**config.mk**
```make
export PLATFORM = sky130hd
export DESIGN_NAME = sr_latch_array
export DESIGN_NICKNAME = d
export VERILOG_FILES = /design/src/rtl/sr_latch_pkg.sv /design/src/rtl/sr_sync.sv /design/src/rtl/sr_latch_array.sv
export SDC_FILE = /design/constraint.sdc
export NUM_CORES = 1
export LEC_CHECK = 0
export BUFFER_PORTS_ARGS = -buffer_cell sky130_fd_sc_hd__buf_4
export CAP_MARGIN = 20
export CORE_MARGIN = 1
export CORE_UTILIZATION = 50
export DETAILED_ROUTE_END_ITERATION = 6
export PLACE_DENSITY = 0.77
export SLEW_MARGIN = 10
export SYNTH_ARGS = -nofsm -noshare
export SYNTH_HDL_FRONTEND = slang
export SYNTH_HIERARCHICAL = 1
export SYNTH_SLANG_ARGS = --single-unit
```
**constraint.sdc**
```tcl
create_clock -name clk -period 1.1 [get_ports clk]
set_input_delay 0.055 -clock clk [delete_from_list [all_inputs] [get_ports clk]]
set_output_delay 0.055 -clock clk [all_outputs]
set_load 0.005 [all_outputs]
```
**src/rtl/sr_latch_pkg.sv**
```systemverilog
// Shared types and helpers for the clocked SR latch bank.
package sr_latch_pkg;

  // How a channel resolves set and reset asserted in the same cycle.
  typedef enum logic [1:0] {
    SR_RST_DOM = 2'd0,
    SR_SET_DOM = 2'd1,
    SR_TOGGLE  = 2'd2,
    SR_HOLD    = 2'd3
  } sr_mode_e;

  localparam int unsigned MAX_WIDTH       = 64;
  localparam int unsigned MAX_SYNC_STAGES = 3;

  // Index width for a bank of n channels; never narrower than one bit.
  function automatic int unsigned idx_width(input int unsigned n);
    return (n <= 1) ? 1 : $clog2(n);
  endfunction

endpackage

```
**src/rtl/sr_sync.sv**
```systemverilog
// Multi-stage flop synchroniser for a vector of independent bits.
// STAGES=0 degenerates to a wire so raw inputs can be used directly.
module sr_sync #(
  parameter int unsigned      WIDTH  = 1,
  parameter int unsigned      STAGES = 2,
  parameter logic [WIDTH-1:0] RVAL   = '0
) (
  input  logic             clk,
  input  logic             rst,
  input  logic [WIDTH-1:0] d,
  output logic [WIDTH-1:0] q
);

  if (STAGES == 0) begin : g_bypass
    assign q = d;
  end else begin : g_sync
    logic [WIDTH-1:0] stg [STAGES];

    always_ff @(posedge clk or negedge rst) begin
      if (!rst) begin
        for (int i = 0; i < int'(STAGES); i++) stg[i] <= RVAL;
      end else begin
        stg[0] <= d;
        for (int i = 1; i < int'(STAGES); i++) stg[i] <= stg[i-1];
      end
    end

    assign q = stg[STAGES-1];
  end

endmodule

```
**src/rtl/sr_latch_array.sv**
```systemverilog
// Bank of clocked set/reset state bits with synchronised inputs, optional
// edge-triggered set, per-channel clear handshake and pending summary.
module sr_latch_array
  import sr_latch_pkg::*;
#(
  parameter int unsigned      WIDTH       = 8,
  parameter logic [WIDTH-1:0] RVAL        = '0,
  parameter logic [WIDTH-1:0] SET_INV     = '0,
  parameter logic [WIDTH-1:0] RESET_INV   = '0,
  parameter sr_mode_e         MODE        = SR_RST_DOM,
  parameter logic             EDGE        = 1'b0,
  parameter int unsigned      SYNC_STAGES = 2
) (
  input  logic                         clk,
  input  logic                         rst,
  input  logic [WIDTH-1:0]             set,
  input  logic [WIDTH-1:0]             reset,
  input  logic                         clr_req,
  input  logic [idx_width(WIDTH)-1:0]  clr_idx,
  output logic                         clr_ack,
  output logic                         clr_err,
  output logic [WIDTH-1:0]             o,
  output logic [WIDTH-1:0]             o_n,
  output logic                         any,
  output logic [idx_width(WIDTH)-1:0]  first_idx
);

  localparam int unsigned    IDXW    = idx_width(WIDTH);
  localparam logic [IDXW:0]  WIDTH_L = (IDXW+1)'(WIDTH);

  if (WIDTH < 1 || WIDTH > MAX_WIDTH || SYNC_STAGES > MAX_SYNC_STAGES) begin : g_bad_param
    $error("sr_latch_array: WIDTH or SYNC_STAGES out of range");
  end

  logic [WIDTH-1:0] s_sync;
  logic [WIDTH-1:0] r_sync;
  logic [WIDTH-1:0] s_eff;
  logic [WIDTH-1:0] r_eff;
  logic [WIDTH-1:0] s_prev;
  logic [WIDTH-1:0] s_use;
  logic [WIDTH-1:0] r_use;
  logic [WIDTH-1:0] o_nxt;
  logic             idx_ok;
  logic             clr_hit;
  logic             clr_bad;

  // Synchronisers idle at the raw level that reads as inactive after inversion.
  sr_sync #(
    .WIDTH  (WIDTH),
    .STAGES (SYNC_STAGES),
    .RVAL   (SET_INV)
  ) u_sync_set (
    .clk (clk),
    .rst (rst),
    .d   (set),
    .q   (s_sync)
  );

  sr_sync #(
    .WIDTH  (WIDTH),
    .STAGES (SYNC_STAGES),
    .RVAL   (RESET_INV)
  ) u_sync_reset (
    .clk (clk),
    .rst (rst),
    .d   (reset),
    .q   (r_sync)
  );

  assign s_eff = s_sync ^ SET_INV;
  assign r_eff = r_sync ^ RESET_INV;
  assign s_use = EDGE ? (s_eff & ~s_prev) : s_eff;
  assign r_use = r_eff;

  assign idx_ok  = {1'b0, clr_idx} < WIDTH_L;
  assign clr_hit = clr_req & idx_ok;
  assign clr_bad = clr_req & ~idx_ok;

  // Per-channel next state; a clear never beats a same-cycle set event.
  always_comb begin
    o_nxt = o;
    for (int i = 0; i < int'(WIDTH); i++) begin
      case ({s_use[i], r_use[i]})
        2'b10:   o_nxt[i] = 1'b1;
        2'b01:   o_nxt[i] = 1'b0;
        2'b11: begin
          case (MODE)
            SR_RST_DOM: o_nxt[i] = 1'b0;
            SR_SET_DOM: o_nxt[i] = 1'b1;
            SR_TOGGLE:  o_nxt[i] = ~o[i];
            default:    o_nxt[i] = o[i];
          endcase
        end
        default: o_nxt[i] = o[i];
      endcase
      if (clr_hit && (clr_idx == IDXW'(i)) && !s_use[i]) begin
        o_nxt[i] = 1'b0;
      end
    end
  end

  // Edge history resets high so an input already active at release is ignored.
  always_ff @(posedge clk or negedge rst) begin
    if (!rst) begin
      o       <= RVAL;
      o_n     <= ~RVAL;
      s_prev  <= '1;
      clr_ack <= 1'b0;
      clr_err <= 1'b0;
    end else begin
      o       <= o_nxt;
      o_n     <= ~o_nxt;
      s_prev  <= s_eff;
      clr_ack <= clr_hit;
      clr_err <= clr_bad;
    end
  end

  assign any = |o;

  // Lowest pending index wins.
  always_comb begin
    first_idx = '0;
    for (int i = int'(WIDTH) - 1; i >= 0; i--) begin
      if (o[i]) first_idx = IDXW'(i);
    end
  end

endmodule

```
# Yosys cells after proc, flatten, opt, wreduce, memory -nomap -nowiden
# Index checks and enable logic that the tools add are counted.
# totals
ff_bits	49
out_inout_bits	22
# op_classes
eq_ne	31
mux	24
bitwise_logic	1
reduce_logical	34
# ops
op	count
2-bit equality test, second input constant	16
3-bit 2-to-1 mux	8
2-bit by 1-bit equality test with 1-bit output, second input constant	8
1-bit logical AND	16
1-bit case mux with 2 select lines	8
2-bit OR reduction	8
3-bit equality test, second input constant	4
1-bit logical NOT	8
1-bit 2-to-1 mux	8
8-bit NOT	1
8-bit OR reduction	1
3-bit by 2-bit equality test with 1-bit output, second input constant	2
3-bit by 1-bit equality test with 1-bit output, second input constant	1
3-bit logical NOT	1

# Longest topological paths before layout
# depth
depth_word	8
depth_mapped	3
ltp_nobuf	3

# Cells and area by module
# Netlist, hierarchy kept.
# by_module_without_submodules
mod	instances	cells_each	area_each_um2	seq_area_each_um2
sr_sync	2	24	460.4	400.4
sr_latch_array	1	64	716.9	435.4

# Worst setup path before layout
# OpenSTA, ideal clock, no wires.
# synth_path
path_type	flip-flop to output port
from	register o[3]
to	output port first_idx[2]
arrival_ns	0.891
slack_ns	0.154
path_stages_with_launch	3
path_buffers	0
cell_sequence	dfrtp_1 -> nor4_1 -> nor2b_1
# synth_between
elab_chain_cells	4
# synth_rtl
element	line	rtl
start: declaration	sr_latch_array.sv:22	output logic [WIDTH-1:0] o,
start signal: assignment	sr_latch_array.sv:111	o <= o_nxt;
3-bit 2-to-1 mux (4 in a row)	sr_latch_array.sv:125	if (o[i]) first_idx = IDXW'(i);
end: declaration	sr_latch_array.sv:25	output logic [idx_width(WIDTH)-1:0] first_idx
# No other way between the ends.

# Worst setup path in the final report
# layout_path
from	register o[3]
to	output port first_idx[0]
# Same word-level chain as after synthesis.

==> run_results.csv <==
group,metric,value,unit
sta,tightest_slew,579.2,ps
cells_and_area,fin_nets,196,
sta,layout_setup_ws,-352.2,ps
yosys,yosysMostFrequentCell,"dfrtp_1",
yosys,yosys_warnings,6,
global_route,grt_pass1_wl,4436,um
sta,fmax,0.6886,GHz
yosys,ys_types,20,
power,clkPwrFrac,0.252,
clocking,clk_pin_slew,120,ps
clocking,cts_root_buffer,"clkbuf_4",
place,placed_cells_incl_taps,187,
drt,drt_pre_antenna_iters,4,
yosys,yosysSeqAreaShare,0.7548,
power,power_leakage,1.042,nW
run_status,violations,"setup timing",
power,power_switching_share,0.2223,
place,portBuffers,42,
cells_and_area,final_core_util,0.7480,
yosys,synth_top_area_cell,"dfrtp_1",
yosys,synthArstFlopShare,1.000,
die,die_h,59.24,um
global_route,grt_overflow,0,
die,pin_count,44,
die,fp.dieW,59.24,um
min_path,holdPathStages,4,
yosys,synth_commonest_cells,"dfrtp_1, buf_4, nor2_1",
drt,drtIter0Drc,11,
yosys,synth.top_cell.area_share,0.6264,
global_route,antenna_found_initial,0,
place,gp_congestion,0.7227,
critical_path,end_kind,"primary output",
sta,period_share,1.320,
drt,wl,2978,um
sta,holdWs,86.39,ps
flow_run,drv_cap,0,
clocking,cts_buffers,5,
die,die_area,3509,um2
critical_path,required,1040,ps
min_path,worst_hold_path_type,"input pin to flop",
place,hpwl,1862,um
die,core.rowCount,20,
cells_and_area,fill_cells,192,
power,seqPwrFrac,0.617,
global_route,grt_util_met3,0.03930,
yosys,ys.flop_type,"dfrtp_1",
die,coreArea,3078,um2
power,worst_ir_drop_vdd,0.8935,mV
yosys,syn_area,1638,um2
clocking,insertion_delay,350,ps
global_route,grt_busiest_layer,"met2",
yosys,synth.net_count,134,
yosys,synthCells,112,
cells_and_area,antenna_cells,0,
critical_path,ff2ff_path_depth,4,
drt,routedWlPerCell,13.60,um
drt,via_per_inst,4.612,
yosys,synthTopCellsByArea,"dfrtp_1, dfstp_2, buf_4",
global_route,grt_usage,0.1837,
global_route,grt_max_degree,50,
power,power.switching,714.1,uW
clocking,tritoncts,"yes",
drt,drcViolationCount,0,
power,pwr-share-comb,0.131,
cells_and_area,syn_to_final_growth,40.57,%
critical_path,cp.arrival,1400,ps
clocking,h-tree-depth,2,
run_status,status,"complete, but fails checks",
power,intPower,2.499,mW
global_route,met2_usage,0.3082,
drt,vias,1010,
sta,slew_viol_final,0,
power,p_per_area,1395,nW/um2
critical_path,path_class,"flop to primary output",
critical_path,start_kind,"flop",
sta,setup_violations,8,
clocking,clockBufferDepth,2,
sta,relSlewSlack,0.6138,
drt,ant_nets,0,
cells_and_area,layout-drive-gt1-share,0.4971,
critical_path,crit_fanout,4,
cells_and_area,finalNonFillerCells,219,
sta,rsz0062_at_grt,"yes",
clocking,cts_sinks,49,
yosys,syn_area_per_cell,14.62,um2
power,finalPower,3.213,mW
sta,finClkSkew,8.299,ps
sta,fin_crit,1452,ps
global_route,grt_util_met1,0.2158,
die,start_util,0.5321,
sta,hold_viol_final,0,
yosys,synth_edf_count,0,
yosys,ys_ff_latch,49,
global_route,grt_pass1_vias,995,
-- cell type report --
class                      instances  area [um2]  area share
sequential                        49        1244      0.5402
timing repair buffer              72       630.6      0.2739
multi-input combinational         45       310.3      0.1348
clock buffer                       8       58.81     0.02554
tap                               44       55.05     0.02391
inverter                           1       3.754    0.001630
-- critical path, cell delays in order, from the launching register on --
cell and delay, ps:
dfrtp_1 450, nor2b_2 180, o21bai_1 170, o41ai_2 100, buf_4 140
-- flip-flops by register name (all words and copies together) (netlist names) --
signal	count
o_n	8
u_sync_reset/g_sync.stg	8
clr_ack	1
u_sync_set/q	8
u_sync_set/g_sync.stg	8
u_sync_reset/q	8
o	8
-- power by group through the flow --
| stage | clock, mW | sequential, mW | combinational (mW) |
|---|---|---|---|
| floorplan | 0 | 2.00 | 0.118 |
| global placement | 0 | 2.00 | 0.294 |
| detailed placement | 0 | 2.00 | 0.306 |
| CTS | 0.835 | 1.97 | 0.392 |
| global route | 0.925 | 1.99 | 0.457 |
| finish | 0.810 | 1.98 | 0.420 |
-- metrics by stage --
stage / worst slack (ps) / instance area, um2 / TNS, ps
4_1_cts: -339.3 / 2238 / -1518
6_report: -352.2 / 2302 / -1614
3_5_place_dp: -18.65 / 1926 / -18.65
2_1_floorplan: 153.7 / 1638 / 0
5_1_grt: -433.4 / 2302 / -2265
3_3_place_gp: 43.81 / 1926 / 0
-- worst paths after layout --
kind                                            from              end  slack, ps
setup / recovery                                o[3]     first_idx[0]       -350
hold / removal                            clr_idx[2]             o[0]         90
setup reg to reg                                o[3]           o_n[3]         20
hold reg to reg            u_sync_set/g_sync.stg[14]  u_sync_set/q[6]        350
max in group asynchronous                        rst             o[2]        410
min in group asynchronous                        rst          clr_ack        260
-- layer usage --
metal	routed length [um]	share of wire	vias up
li1	-	-	476
met1	1160	0.39	493
met2	1624	0.55	34
met3	135	0.045	7
met4	57	0.019	0
met5	0	0	-
-- cell usage in the layout (no fill, tap or decap), types with 2 or more instances in the layout --
cell type and count:
or2_2 7, dfrtp_1 35, clkbuf_1 2, dlygate4sd3_1 18
clkbuf_4 5, nor2_1 10, nand4bb_1 3, a21oi_1 8
buf_6 12, nand4b_1 3, dfstp_2 8, dfrtp_2 6
buf_4 42
-- logic make-up after synthesis --
kind of cell	share of synthesized area
simple gates	0.1177
compound gates	0.04507
other cells	0.002290
flops	0.7548
buf+inv	0.08021
-- timing repair --
| item | in CTS | in global routing |
|---|---|---|
| hold buffers | 18 | 0 |
| cloned | 0 | 0 |
| endpoints found under the setup margin | 8 | 11 |
| endpoints found under the hold margin | 58 | 0 |
| pin swaps | 2 | 0 |
| buffers inserted | 4 | 4 |
| resized for setup | 12 | 15 |
Note: power is estimated with default switching activity, not from simulation.
